`src/rtl/definitions_pkg.sv`:
```
// Shared definitions for the UART receive path: clock/baud constants and
// the deframer state encoding.
package definitions_pkg;

  localparam int CLOCK_RATE = 50_000_000;
  localparam int BAUD_RATE  = 115_200;

  typedef enum logic [2:0] {
    IDLE   = 3'd0,
    DATA   = 3'd1,
    PARITY = 3'd2,
    STOP   = 3'd3,
    BREAK  = 3'd4
  } rx_state_e;

endpackage : definitions_pkg

```
`src/rtl/uart_rx_deframer_if.sv`:
```
// Valid/ready byte stream leaving the UART deframer.
interface uart_rx_deframer_if #(
  parameter int DATA_BITS = 8
) ();

  logic [DATA_BITS-1:0] m_data;
  logic                 m_valid;
  logic                 m_ready;

  modport master (output m_data, output m_valid, input m_ready);
  modport slave  (input m_data, input m_valid, output m_ready);

endinterface : uart_rx_deframer_if

```
`src/rtl/uart_rx_deframer_fifo.sv`:
```
// Show-ahead synchronous FIFO for received bytes. A write into a full FIFO
// only lands when a read frees a slot in the same cycle.
module uart_rx_fifo #(
  parameter int WIDTH = 8,
  parameter int DEPTH = 4
) (
  input  logic             clk,
  input  logic             rst_n,
  input  logic             wr_en,
  input  logic [WIDTH-1:0] wr_data,
  input  logic             rd_en,
  output logic [WIDTH-1:0] rd_data,
  output logic             empty,
  output logic             full
);

  localparam int AW = $clog2(DEPTH);

  logic [WIDTH-1:0] mem [DEPTH];
  logic [AW:0]      wr_ptr_q, rd_ptr_q;
  logic             do_wr, do_rd;

  assign empty = (wr_ptr_q == rd_ptr_q);
  assign full  = (wr_ptr_q[AW] != rd_ptr_q[AW]) &&
                 (wr_ptr_q[AW-1:0] == rd_ptr_q[AW-1:0]);

  assign do_rd = rd_en && !empty;
  assign do_wr = wr_en && (!full || do_rd);

  // Gated to zero when empty so the stale (unreset) storage never shows.
  assign rd_data = empty ? '0 : mem[rd_ptr_q[AW-1:0]];

  // NOTE: storage carries no reset; only the pointers define what is valid,
  // which keeps the array a plain RAM without a reset network.
  always_ff @(posedge clk) begin
    if (do_wr) mem[wr_ptr_q[AW-1:0]] <= wr_data;
  end

  // NOTE: sequential state always uses non-blocking assignments so every
  // register samples pre-edge values regardless of block ordering.
  always_ff @(posedge clk or negedge rst_n) begin
    if (!rst_n) begin
      wr_ptr_q <= '0;
      rd_ptr_q <= '0;
    end else begin
      if (do_wr) wr_ptr_q <= wr_ptr_q + 1'b1;
      if (do_rd) rd_ptr_q <= rd_ptr_q + 1'b1;
    end
  end

endmodule : uart_rx_fifo

```
`src/rtl/uart_rx_deframer.sv`:
```
// UART receive deframer: samples rx on rising baud edges, checks framing
// (plus even parity when UART_RX_PARITY_EN is defined) and queues bytes.
module uart_rx_deframer
  import definitions_pkg::*;
#(
  parameter int DATA_BITS  = 8,
  parameter int FIFO_DEPTH = 4
) (
  input  logic clk,
  input  logic rst_n,
  input  logic baud,
  input  logic rx,
  uart_rx_deframer_if.master m_if,
  output logic frame_err,
  output logic overrun,
`ifdef UART_RX_PARITY_EN
  output logic parity_err,
`endif
  output logic busy
);

  localparam int CNT_W = $clog2(DATA_BITS);
  localparam logic [CNT_W-1:0] LAST_BIT = CNT_W'(DATA_BITS - 1);

  localparam logic [2:0] S_IDLE   = IDLE;
  localparam logic [2:0] S_DATA   = DATA;
  localparam logic [2:0] S_PARITY = PARITY;
  localparam logic [2:0] S_STOP   = STOP;
  localparam logic [2:0] S_BREAK  = BREAK;

  logic                 baud_q;
  logic                 tick;
  logic [2:0]           state_q, state_d;
  logic [CNT_W-1:0]     bit_cnt_q, bit_cnt_d;
  logic [DATA_BITS-1:0] shreg_q, shreg_d;
  logic                 push_q, push_d;
  logic                 frame_err_q, frame_err_d;
  logic                 overrun_q, overrun_d;
  logic                 fifo_empty, fifo_full, fifo_pop;
`ifdef UART_RX_PARITY_EN
  logic                 par_bad_q, par_bad_d;
  logic                 parity_err_q, parity_err_d;
`endif

  assign tick = baud && !baud_q;

  // NOTE: every combinational output gets a default first, so no path
  // through the case statement can leave a latch behind.
  always_comb begin
    state_d     = state_q;
    bit_cnt_d   = bit_cnt_q;
    shreg_d     = shreg_q;
    push_d      = 1'b0;
    frame_err_d = 1'b0;
`ifdef UART_RX_PARITY_EN
    par_bad_d    = par_bad_q;
    parity_err_d = 1'b0;
`endif
    if (tick) begin
      case (state_q)
        S_IDLE: begin
          if (!rx) begin
            state_d   = S_DATA;
            bit_cnt_d = '0;
`ifdef UART_RX_PARITY_EN
            par_bad_d = 1'b0;
`endif
          end
        end
        S_DATA: begin
          // LSB-first line order: the first data bit ends up at bit 0.
          shreg_d   = {rx, shreg_q[DATA_BITS-1:1]};
          bit_cnt_d = bit_cnt_q + CNT_W'(1);
          if (bit_cnt_q == LAST_BIT) begin
`ifdef UART_RX_PARITY_EN
            state_d = S_PARITY;
`else
            state_d = S_STOP;
`endif
          end
        end
        S_PARITY: begin
`ifdef UART_RX_PARITY_EN
          par_bad_d = (rx != ^shreg_q);
`endif
          state_d = S_STOP;
        end
        S_STOP: begin
          if (rx) begin
            state_d = S_IDLE;
`ifdef UART_RX_PARITY_EN
            if (par_bad_q) parity_err_d = 1'b1;
            else           push_d       = 1'b1;
`else
            push_d = 1'b1;
`endif
          end else begin
            // A low stop bit wins over any parity verdict.
            frame_err_d = 1'b1;
            state_d     = S_BREAK;
          end
        end
        S_BREAK: begin
          if (rx) state_d = S_IDLE;
        end
        default: state_d = S_IDLE;
      endcase
    end
  end

  assign fifo_pop  = m_if.m_valid && m_if.m_ready;
  assign overrun_d = push_q && fifo_full && !fifo_pop;

  always_ff @(posedge clk or negedge rst_n) begin
    if (!rst_n) begin
      baud_q      <= 1'b0;
      state_q     <= S_IDLE;
      bit_cnt_q   <= '0;
      shreg_q     <= '0;
      push_q      <= 1'b0;
      frame_err_q <= 1'b0;
      overrun_q   <= 1'b0;
`ifdef UART_RX_PARITY_EN
      par_bad_q    <= 1'b0;
      parity_err_q <= 1'b0;
`endif
    end else begin
      baud_q      <= baud;
      state_q     <= state_d;
      bit_cnt_q   <= bit_cnt_d;
      shreg_q     <= shreg_d;
      push_q      <= push_d;
      frame_err_q <= frame_err_d;
      overrun_q   <= overrun_d;
`ifdef UART_RX_PARITY_EN
      par_bad_q    <= par_bad_d;
      parity_err_q <= parity_err_d;
`endif
    end
  end

  uart_rx_fifo #(
    .WIDTH (DATA_BITS),
    .DEPTH (FIFO_DEPTH)
  ) u_fifo (
    .clk     (clk),
    .rst_n   (rst_n),
    .wr_en   (push_q),
    .wr_data (shreg_q),
    .rd_en   (m_if.m_ready),
    .rd_data (m_if.m_data),
    .empty   (fifo_empty),
    .full    (fifo_full)
  );

  assign m_if.m_valid = !fifo_empty;
  assign frame_err    = frame_err_q;
  assign overrun      = overrun_q;
  assign busy         = (state_q != S_IDLE);
`ifdef UART_RX_PARITY_EN
  assign parity_err   = parity_err_q;
`endif

endmodule : uart_rx_deframer

```
`src/flat_wrapper.sv`:
```
// flat-port wrapper written by rule: the top's interface ports become plain ports
module uart_rx_deframer_flat import definitions_pkg::*;
#(
  parameter int DATA_BITS  = 8,
  parameter int FIFO_DEPTH = 4
)
  (clk, rst_n, baud, rx, frame_err, overrun, busy, m_if_m_data, m_if_m_valid, m_if_m_ready);
  uart_rx_deframer_if #(.DATA_BITS(DATA_BITS)) m_if_i ();
  input  logic clk;
  input  logic rst_n;
  input  logic baud;
  input  logic rx;
  output logic frame_err;
  output logic overrun;
  output logic busy;
  output wire logic [$bits(m_if_i.m_data)-1:0] m_if_m_data;
  output wire logic [$bits(m_if_i.m_valid)-1:0] m_if_m_valid;
  input wire logic [$bits(m_if_i.m_ready)-1:0] m_if_m_ready;
  assign m_if_m_data = m_if_i.m_data;
  assign m_if_m_valid = m_if_i.m_valid;
  assign m_if_i.m_ready = m_if_m_ready;
  uart_rx_deframer #(.DATA_BITS(DATA_BITS), .FIFO_DEPTH(FIFO_DEPTH)) u_core (.clk(clk), .rst_n(rst_n), .baud(baud), .rx(rx), .m_if(m_if_i), .frame_err(frame_err), .overrun(overrun), .busy(busy));
endmodule
```
`config.mk`:
```
export PLATFORM = sky130hd
export DESIGN_NAME = uart_rx_deframer_flat
export DESIGN_NICKNAME = d
export VERILOG_FILES = /design/src/rtl/definitions_pkg.sv /design/src/rtl/uart_rx_deframer_if.sv /design/src/rtl/uart_rx_deframer_fifo.sv /design/src/rtl/uart_rx_deframer.sv /design/src/flat_wrapper.sv
export SDC_FILE = /design/constraint.sdc
export NUM_CORES = 1
export LEC_CHECK = 0
export CORE_MARGIN = 4
export CORE_UTILIZATION = 35
export CTS_CLUSTER_SIZE = 8
export DETAILED_ROUTE_END_ITERATION = 8
export HOLD_SLACK_MARGIN = 0.06
export PLACE_DENSITY = 0.52
export RECOVER_POWER = 100
export SYNTH_ARGS = -nofsm -noshare
export SYNTH_HDL_FRONTEND = slang
export SYNTH_SLANG_ARGS = --single-unit
export TNS_END_PERCENT = 5
```
`constraint.sdc`:
```
create_clock -name clk -period 1.9 [get_ports clk]
set_input_delay 0.38 -clock clk [delete_from_list [all_inputs] [get_ports clk]]
set_output_delay 0.38 -clock clk [all_outputs]
set_load 0.005 [all_outputs]
```
==> flow_metrics.py, run 1 <==
metrics = {
    "floorplanning": {
        "io_pins": 17,
        "die-height_um": 91.2,
        "floorplan.rows": 30,
        "die_width_um": 91.2,
        "design.die.area_um2": 8310,
        "core_um2": 6760,
        "floorplan.initialDensity_pct": 35.8,
    },
    "power_and_ir_drop": {
        "p_leak_nw": 1.15,
        "comb_power_share_pct": 38.1,
        "power_density_nw_per_um2": 1390,
        "ir_drop_v": 0.000490,
        "p_sw_w": 0.00120,
        "power.share.switching_pct": 29.5,
        "power.share.clock_pct": 18.4,
        "p_seq_share_pct": 43.5,
        "cell_internal_pwr_w": 0.00288,
    },
    "routing": {
        "drt-total-wl_um": 4230,
        "wl_per_cell_um": 15.5,
        "number_of_detailed_routing_iterations_run_before_antenna_repair": 4,
        "dr_total_vias": 1340,
        "starting_drt_drc_count": 81,
        "routed_via_density": 4.91,
        "remaining_number_of_nets_flagged_by_the_antenna_check_after_routing": 0,
        "detail_route.drc_violations": 0,
    },
    "timing": {
        "postLayoutSetupSlackWorst_ns": -0.162,
        "timing.clock.skew_ns": 0.00784,
        "tightest_slew_ns": 0.621,
        "achievable_clock_frequency_mhz": 485,
        "hold_viol": 0,
        "final_count_of_pins_violating_max_slew": 0,
        "setup_total_negative_slack_ns": -1.21,
        "timing.final.crit_period_ns": 2.06,
        "slew_headroom_pct": 58.6,
        "finalCritPeriodShare_pct": 109,
        "rsz0062_at_grt": "true",
        "timing.final.setup_violations": 14,
    },
    "cts": {
        "later_pin_clock_latency_in_the_skew_report_ns": 0.30,
        "cts_tree": "yes",
        "tritoncts_num_sinks": 56,
        "clkTransAtPathRegs_ns": 0.09,
        "clockRootBuffer": "clkbuf_8",
        "cts_made_buffers": 5,
        "htree_num_levels": 2,
        "clock_tree.buffer_depth": 2,
    },
    "yosys": {
        "syn-mean-instance-area_um2": 16.6,
        "seq_area_frac_synth_pct": 64.5,
        "syn-num-nets": 158,
        "distinct_cells_synth": 38,
        "synthesis.instances": 146,
        "ys_ff_latch": 56,
        "synth_warnings": 0,
        "synthesis.area_um2": 2420,
    },
    "place": {
        "cell_count_after_placement": 256,
        "placement.io_buffers": 16,
        "detailed_placement_hpwl_um": 2820,
        "routabilityCongestion": 0.813,
    },
    "global_route": {
        "overflow": 0,
        "global_route_wire_length_before_repair_um": 7160,
        "grt.total_usage_pct": 11.0,
        "grt_pass1_vias": 1407,
        "antenna_found_initial": 0,
        "grt_start_max_net_pins": 25,
    },
    "setup_path": {
        "regToRegSetupSlack_ns": -0.05,
        "crit_path_max_fanout": 5,
        "cp.arrival_ns": 1.68,
        "reg2reg_to": "u_core.u_fifo.wr_ptr_q[2]",
        "timing.critical_path.from_type": "register",
        "critPathRequiredTime_ns": 1.52,
        "crit-reg2reg-launch": "u_core.u_fifo.rd_ptr_q[0]",
        "critical_path_capture_point_type": "output pin",
        "ff2ff_path_depth": 6,
        "worstSetupPathType": "reg2out",
    },
    "finish": {
        "finalCoreUtilization_pct": 43.6,
        "flow.area_growth_from_synthesis_pct": 21.7,
        "most_frequent_cells_in_the_layout": "32 x edfxtp_1, 24 x dfrtp_1, 19 x buf_4",
        "insertedDiodeCount": 0,
        "nNetsFinal": 204,
        "post_route_cells_drive_above_1_share_pct": 34.7,
        "finish.cell_count_without_fillers": 273,
        "layout.cells.most_common": "edfxtp_1",
    },
    "outcome": {
        "failing_checks": "negative setup slack",
        "outcome": "finished with violations",
    },
    "hold_path": {
        "whs_path_depth": 1,
        "min_from": "u_core.bit_cnt_q[1]",
        "timing.hold.worst.class": "reg2reg",
        "hold-path-endpoint": "u_core.bit_cnt_q[1]",
    },
    "flow_run": {
        "maxCapViolations": 0,
    },
}
[registers in the layout, summed over array words and instances, names as in the netlist]
signal                  flops
u_core.u_fifo.mem          32
u_core.shreg_q              8
u_core.bit_cnt_q            3
u_core.state_q              3
u_core.u_fifo.rd_ptr_q      3
u_core.u_fifo.wr_ptr_q      3
u_core.baud_q               1
u_core.frame_err            1
u_core.overrun              1
u_core.push_q               1
[cell type report]
cell class              instances  area [um2]
well taps                      80         100
flip-flops and latches         56        1560
clock buffers                   6        72.6
multi-input cells              80         807
inverters                       5        18.8
fillers                       614        3810
repair buffers                 44         350
clock inverters                 2        35.0
[Yosys cell counts, drive strengths merged]
cell type,n,area (um2)
or3b,1,8.76
nand4,1,6.26
mux4,8,210
nor2,3,11.3
o22a,1,8.76
nand2b,2,12.5
a311o,1,10.0
nor4,2,12.5
dfrtp,24,601
a22o,2,17.5
o31ai,1,7.51
inv,5,18.8
o41ai,1,8.76
clkbuf,3,11.3
ha,7,87.6
a21boi,1,7.51
and2b,3,22.5
and3,5,36.3
xnor2,4,35.0
xor2,3,45.1
nor4b,1,8.76
nand2,3,11.3
or4,1,11.3
o31a,1,8.76
nor3,1,5.00
a21oi,2,10.0
nor2b,7,43.8
edfxtp,32,961
or3,1,6.26
or2b,1,7.51
o21ai,2,10.0
mux2,11,124
o311ai,1,8.76
buf,2,16.3
nand3,2,10.0
[critical path, cell delays in order (launching register included)]
cell	delay [ns]
dfrtp_1	0.38
buf_6	0.13
buf_12	0.12
mux4_2	0.49
nor2b_1	0.14
buf_2	0.12
[per-stage QoR]
step                      area [um2]  total power, W  hold WS [ns]  setup slack (ns)
after detailed placement        2800         0.00326         0.493            -0.206
after floorplan                 2420         0.00256        0.0844            0.0191
after global placement          2800         0.00319         0.487            -0.177
final                           2950         0.00408         0.520            -0.162
after global routing            2950         0.00437         0.541            -0.243
after CTS                       2960         0.00418         0.429            -0.187
[worst max path at each step]
stage	from	end	slack, ns	cells past startpoint
finish	u_core.u_fifo.rd_ptr_q[0]	m_if_m_data[2]	-0.16	5
global route	u_core.u_fifo.rd_ptr_q[0]	m_if_m_data[0]	-0.24	5
CTS	u_core.u_fifo.rd_ptr_q[0]	m_if_m_data[2]	-0.19	5
detailed placement	u_core.u_fifo.rd_ptr_q[0]	m_if_m_data[0]	-0.21	6
global placement	u_core.u_fifo.rd_ptr_q[0]	m_if_m_data[6]	-0.18	6
floorplan	u_core.u_fifo.rd_ptr_q[0]	m_if_m_data[0]	0.02	4
[power groups by stage]
stage	Clock (W)	Combinational, W	Sequential, W
CTS	0.000778	0.00164	0.00177
global placement	0	0.00142	0.00177
floorplan	0	0.000826	0.00173
global route	0.000829	0.00174	0.00181
finish	0.000750	0.00156	0.00178
detailed placement	0	0.00147	0.00179
[kinds of logic (layout without fill, tap and decap cells)]
group / count (synthesis) / count (layout) / synth area share [%]
flip-flops: 56 / 56 / 64.5
AND/OR/NAND/NOR: 34 / 34 / 8.84
multiplexers: 19 / 19 / 13.8
AO/OA/AOI/OAI: 13 / 13 / 4.03
buffers and inverters: 10 / 57 / 1.91
adder cells (fa/ha/maj): 7 / 7 / 3.62
XOR/XNOR: 7 / 7 / 3.31
[per-layer routing]
metal / global-route usage [%] / share of wire, % / vias to the layer above / wire length (um)
met3: 3.31 / 3.6 / 6 / 154
li1: - / - / 642 / -
met5: 0 / 0 / - / 0
met1: 14.0 / 46 / 667 / 1930
met2: 18.3 / 50 / 25 / 2100
met4: 3.02 / 1.1 / 0 / 46
[timing repair]
item,in CTS,in global routing
buffers inserted,9,0
hold buffers,0,0
pin swaps,2,0
endpoints found under the setup margin,43,11
gates resized for setup,51,3
No activity file was read; power rests on OpenSTA's default activity.
==> inputs of run 2 (changes only) <==
- CTS_BUF_LIST: unset -> sky130_fd_sc_hd__clkbuf_2
==> run 2 against run 1 <==
Effect of this change: the flow still finishes with violations (negative setup slack); clock skew increased by 0.011 ns; hold slack better by 0.030 ns; sequential share of layout area grew 0.18 points; critical path depth unchanged; largest power group unchanged; highest routed layer unchanged.
==> flow_metrics.py, run 2 (synthesized netlist as in run 1, its figures left out) <==
metrics = {
    "outcome": {
        "failing_checks": "negative setup slack",
        "outcome": "finished with violations",
    },
    "power_and_ir_drop": {
        "p_leak_nw": 1.15,
        "ir_drop_v": 0.000394,
        "power_density_nw_per_um2": 1360,
        "final_power_w": 0.00398,
    },
    "place": {
        "detailed_placement_hpwl_um": 2820,
        "placement.cell_area_um2": 2800,
        "placement.io_buffers": 16,
        "routabilityCongestion": 0.813,
        "cell_count_after_placement": 256,
    },
    "floorplanning": {
        "die_width_um": 91.2,
        "design.die.area_um2": 8310,
        "io_pins": 17,
        "die-height_um": 91.2,
        "floorplan.initialDensity_pct": 35.8,
        "floorplan.rows": 30,
        "core_um2": 6760,
    },
    "cts": {
        "cts_made_buffers": 5,
        "clkTransAtPathRegs_ns": 0.25,
        "tritoncts_num_sinks": 56,
        "cts_tree": "yes",
        "htree_num_levels": 2,
        "clock_tree.buffer_depth": 2,
        "clockRootBuffer": "clkbuf_2",
        "cts_hold_repair.buffers": 0,
        "later_pin_clock_latency_in_the_skew_report_ns": 0.43,
    },
    "finish": {
        "postLayoutCellArea_um2": 2940,
        "layout.cells.most_common": "edfxtp_1",
        "most_frequent_cells_in_the_layout": "32 x edfxtp_1, 24 x dfrtp_1, 15 x buf_4",
        "flow.area_growth_from_synthesis_pct": 21.2,
        "nNetsFinal": 207,
        "insertedDiodeCount": 0,
        "largest_register_ffs": 32,
        "finish.cell_count_without_fillers": 276,
        "regArea_um2": 1560,
        "filler_cell_count": 621,
        "post_route_cells_drive_above_1_share_pct": 35.7,
        "footprint_of_the_multi_input_gates_um2": 807,
    },
    "setup_path": {
        "regToRegSetupSlack_ns": -0.04,
        "setup.worst_path.end": "m_if_m_data[0]",
        "crit-reg2reg-launch": "u_core.u_fifo.rd_ptr_q[0]",
        "reg2reg_to": "u_core.u_fifo.wr_ptr_q[2]",
        "critical_path_capture_point_type": "output pin",
        "worstSetupPathType": "reg2out",
        "critPathRequiredTime_ns": 1.52,
        "crit_path_frequent_cell": "buf_6",
        "crit_path_max_fanout": 8,
        "critPathSlowestCell": "mux4_2",
        "cp_cell_sequence": "buf_6 -> buf_6 -> mux4_2 -> and2b_1 -> buf_2",
        "ff2ff_path_depth": 6,
        "timing.critical_path.from_type": "register",
        "critPathMaxStageDelay_ns": 0.47,
        "cp.arrival_ns": 1.88,
        "crit_start": "u_core.u_fifo.rd_ptr_q[0]",
    },
    "routing": {
        "wl_per_cell_um": 15.4,
        "detail_route.drc_violations": 0,
        "remaining_number_of_nets_flagged_by_the_antenna_check_after_routing": 0,
        "drt-total-wl_um": 4260,
        "starting_drt_drc_count": 48,
        "number_of_detailed_routing_iterations_run_before_antenna_repair": 4,
        "dr_total_vias": 1362,
        "routed_via_density": 4.93,
    },
    "timing": {
        "slew_headroom_pct": 9.67,
        "setup_total_negative_slack_ns": -2.81,
        "tightest_slew_ns": 1.36,
        "hold_slack_ns": 0.550,
        "timing.clock.skew_ns": 0.0190,
        "timing.final.crit_period_ns": 2.26,
        "timing.final.setup_violations": 10,
        "postLayoutSetupSlackWorst_ns": -0.356,
        "achievable_clock_frequency_mhz": 443,
        "hold_viol": 0,
        "final_count_of_pins_violating_max_slew": 0,
        "rsz0062_at_grt": "true",
        "finalCritPeriodShare_pct": 119,
    },
    "flow_run": {
        "maxCapViolations": 0,
    },
    "global_route": {
        "antenna_found_initial": 0,
        "grt_start_max_net_pins": 25,
        "grt.total_usage_pct": 11.2,
        "grt_pass1_vias": 1398,
        "global_route_wire_length_before_repair_um": 7170,
        "overflow": 0,
    },
    "hold_path": {
        "timing.hold.worst.class": "reg2reg",
    },
}
==> run 2: cell type report <==
| cell class | count | share of cell area (%) |
|---|---|---|
| flip-flops and latches | 56 | 53.2 |
| multi-input cells | 80 | 27.5 |
| repair buffers | 47 | 13.0 |
| well taps | 80 | 3.41 |
| clock inverters | 2 | 1.19 |
| clock buffers | 6 | 1.02 |
| inverters | 5 | 0.639 |
==> run 2: how the worst min path moves through the flow <==
stage / startpoint / endpoint / slack [ns] / cells past startpoint
floorplan: rst_n / u_core.baud_q / 0.08 / 0
global placement: u_core.bit_cnt_q[1] / u_core.bit_cnt_q[1] / 0.49 / 1
detailed placement: u_core.bit_cnt_q[1] / u_core.bit_cnt_q[1] / 0.49 / 1
CTS: rst_n / u_core.u_fifo.wr_ptr_q[2] / 0.22 / 2
global route: baud / u_core.baud_q / 0.57 / 2
finish: u_core.bit_cnt_q[1] / u_core.bit_cnt_q[1] / 0.55 / 1
==> run 2: power by group <==
group	internal, W	switching [W]
clock network	0.000226	0.000346
registers	0.00156	0.000211
logic	0.000988	0.000647
==> run 2: worst max-delay path: cells and delay by family (launching register included) <==
family / cells / cell delay (ns)
muxes: 1 / 0.47
and+or+nand+nor: 1 / 0.17
buffers and inverters: 3 / 0.40
DFF: 1 / 0.43
==> run 2: through the flow <==
stage | utilization, % | worst slack, ns
after CTS | 43.8 | -0.412
after global placement | 41.4 | -0.177
after floorplan | - | 0.0191
final | 43.4 | -0.356
after detailed placement | 41.4 | -0.206
after global routing | 43.4 | -0.493
==> run 2: timing repair <==
action / CTS / global route
pin swaps: 7 / 0
setup buffers: 12 / 0
gates resized for setup: 57 / 5
setup endpoints to repair: 43 / 12
==> run 2: metal layers <==
layer / track usage, % / up-vias / part of all wire (%)
met1: 14.0 / 685 / 45
met2: 18.3 / 26 / 50
met4: 3.77 / 0 / 1.2
met5: 0 / - / 0
met3: 3.56 / 4 / 3.8
li1: - / 647 / -
==> inputs of run 3 (changes only) <==
- PLACE_DENSITY: 0.52 -> 0.64
==> run 3 against run 2 <==
Effect of this change: the run still ends with negative setup slack left; register-to-register slack is essentially flat; hold slack lost 0.020 ns; final cell count shrank 0.36%; fmax shrank 0.89%; combinational power grew 4%; critical path depth grew 2; final area grew 0.26%; global-route usage grew 0.21 points; clock-buffer cell count grew 1; setup slack lost 0.020 ns; critical endpoint unchanged.
==> flow_metrics.py, run 3 (synthesized netlist as in run 1, its figures left out) <==
metrics = {
    "outcome": {
        "outcome": "finished with violations",
        "failing_checks": "negative setup slack",
    },
    "finish": {
        "insertedDiodeCount": 0,
        "nNetsFinal": 206,
        "most_frequent_cells_in_the_layout": "32 x edfxtp_1, 24 x dfrtp_1, 16 x buf_4",
        "layout.cells.most_common": "edfxtp_1",
        "flow.area_growth_from_synthesis_pct": 21.6,
        "filler_cell_count": 619,
        "post_route_cells_drive_above_1_share_pct": 37.4,
        "largest_register_ffs": 32,
    },
    "floorplanning": {
        "floorplan.rows": 30,
        "io_pins": 17,
        "core_um2": 6760,
        "die-height_um": 91.2,
        "die_width_um": 91.2,
        "design.die.area_um2": 8310,
        "floorplan.initialDensity_pct": 35.8,
    },
    "setup_path": {
        "timing.critical_path.from_type": "register",
        "crit_path_frequent_cell": "buf_6",
        "cpLargestDelayFamily": "buffers and inverters",
        "cp_cell_sequence": "buf_6 -> xor2_4 -> nor3_4 -> buf_6 -> buf_6 -> and2b_1 -> buf_2",
        "critPathRequiredTime_ns": 1.52,
        "cp.arrival_ns": 1.90,
        "critPathSlowestCell": "dfrtp_1",
        "timing.critical_path.buf_inv": 4,
        "crit_path_max_fanout": 3,
        "critPathMaxStageDelay_ns": 0.45,
        "critical_path_capture_point_type": "output pin",
        "worstSetupPathType": "reg2out",
    },
    "power_and_ir_drop": {
        "final_power_w": 0.00404,
        "power_density_nw_per_um2": 1370,
        "ir_drop_v": 0.000396,
        "p_leak_nw": 1.16,
    },
    "place": {
        "routabilityCongestion": 0.842,
        "placement.io_buffers": 16,
        "detailed_placement_hpwl_um": 2900,
    },
    "routing": {
        "detail_route.drc_violations": 0,
        "starting_drt_drc_count": 61,
        "routed_via_density": 4.91,
        "remaining_number_of_nets_flagged_by_the_antenna_check_after_routing": 0,
        "wl_per_cell_um": 15.7,
        "drt-total-wl_um": 4310,
        "number_of_detailed_routing_iterations_run_before_antenna_repair": 4,
        "dr_total_vias": 1349,
    },
    "global_route": {
        "grt.total_usage_pct": 11.4,
        "grt_pass1_vias": 1442,
        "antenna_found_initial": 0,
        "overflow": 0,
        "grt_start_max_net_pins": 25,
        "global_route_wire_length_before_repair_um": 7300,
    },
    "cts": {
        "tritoncts_num_sinks": 56,
        "later_pin_clock_latency_in_the_skew_report_ns": 0.43,
        "cts_tree": "yes",
        "cts_hold_repair.buffers": 0,
        "clock_tree.buffer_depth": 2,
        "clkTransAtPathRegs_ns": 0.24,
        "cts_made_buffers": 5,
        "clockRootBuffer": "clkbuf_2",
        "htree_num_levels": 2,
    },
    "timing": {
        "slew_headroom_pct": 12.1,
        "final_count_of_pins_violating_max_slew": 0,
        "timing.final.setup_violations": 41,
        "postLayoutSetupSlackWorst_ns": -0.377,
        "hold_viol": 0,
        "tightest_slew_ns": 1.32,
        "timing.final.crit_period_ns": 2.28,
        "finalCritPeriodShare_pct": 120,
        "timing.clock.skew_ns": 0.0163,
        "hold_slack_ns": 0.530,
        "achievable_clock_frequency_mhz": 439,
        "rsz0062_at_grt": "true",
    },
    "hold_path": {
        "timing.hold.worst.class": "in2reg",
    },
    "flow_run": {
        "maxCapViolations": 0,
    },
}
## run 3: repair_timing
action / 4_1_cts / 5_1_grt
buffers inserted: 11 / 0
resized for setup: 60 / 6
endpoints found under the setup margin: 42 / 10
gates cloned: 1 / 0
pin swaps: 4 / 1
## run 3: final cells by class
cell class	instances	area, um2	share of cell area, %
Clock buffer	7	35.0	1.19
Timing Repair Buffer	46	365	12.4
Tap cell	80	100	3.40
Sequential cell	56	1560	53.1
Inverter	5	18.8	0.638
Clock inverter	1	30.0	1.02
Multi-Input combinational cell	80	832	28.3
## run 3: metrics by stage
stage | instances | util [%] | area (um2) | setup TNS (ns) | setup WS [ns]
5_1_grt | 275 | 43.6 | 2940 | -7.13 | -0.501
3_3_place_gp | 255 | 41.3 | 2790 | -4.88 | -0.173
6_report | 275 | 43.6 | 2940 | -4.22 | -0.377
2_1_floorplan | 146 | - | 2420 | 0 | 0.0191
4_1_cts | 275 | 44.0 | 2970 | -3.44 | -0.426
3_5_place_dp | 255 | 41.3 | 2790 | -5.31 | -0.176
## run 3: report_power, final
part           internal [W]  switching, W
Combinational       0.00100      0.000687
Clock              0.000234      0.000338
Sequential          0.00156      0.000221
Total               0.00280       0.00125
## run 3: worst paths after layout
check	to	slack, ns	from	cells past startpoint
setup / recovery	m_if_m_data[0]	-0.38	u_core.u_fifo.rd_ptr_q[0]	7
min in group asynchronous	u_core.state_q[1]	0.72	rst_n	2
hold reg to reg	u_core.bit_cnt_q[1]	0.56	u_core.bit_cnt_q[1]	1
setup reg to reg	u_core.u_fifo.mem[1][5]	-0.05	u_core.u_fifo.rd_ptr_q[1]	4
max in group asynchronous	u_core.u_fifo.wr_ptr_q[2]	0.41	rst_n	2
hold / removal	u_core.baud_q	0.53	baud	1
## run 3: per-layer routing
layer | global-route usage [%] | share of wire [%]
met1 | 14.1 | 44
met2 | 19.3 | 51
met4 | 4.65 | 1.7
met3 | 2.40 | 3.0
met5 | 0 | 0
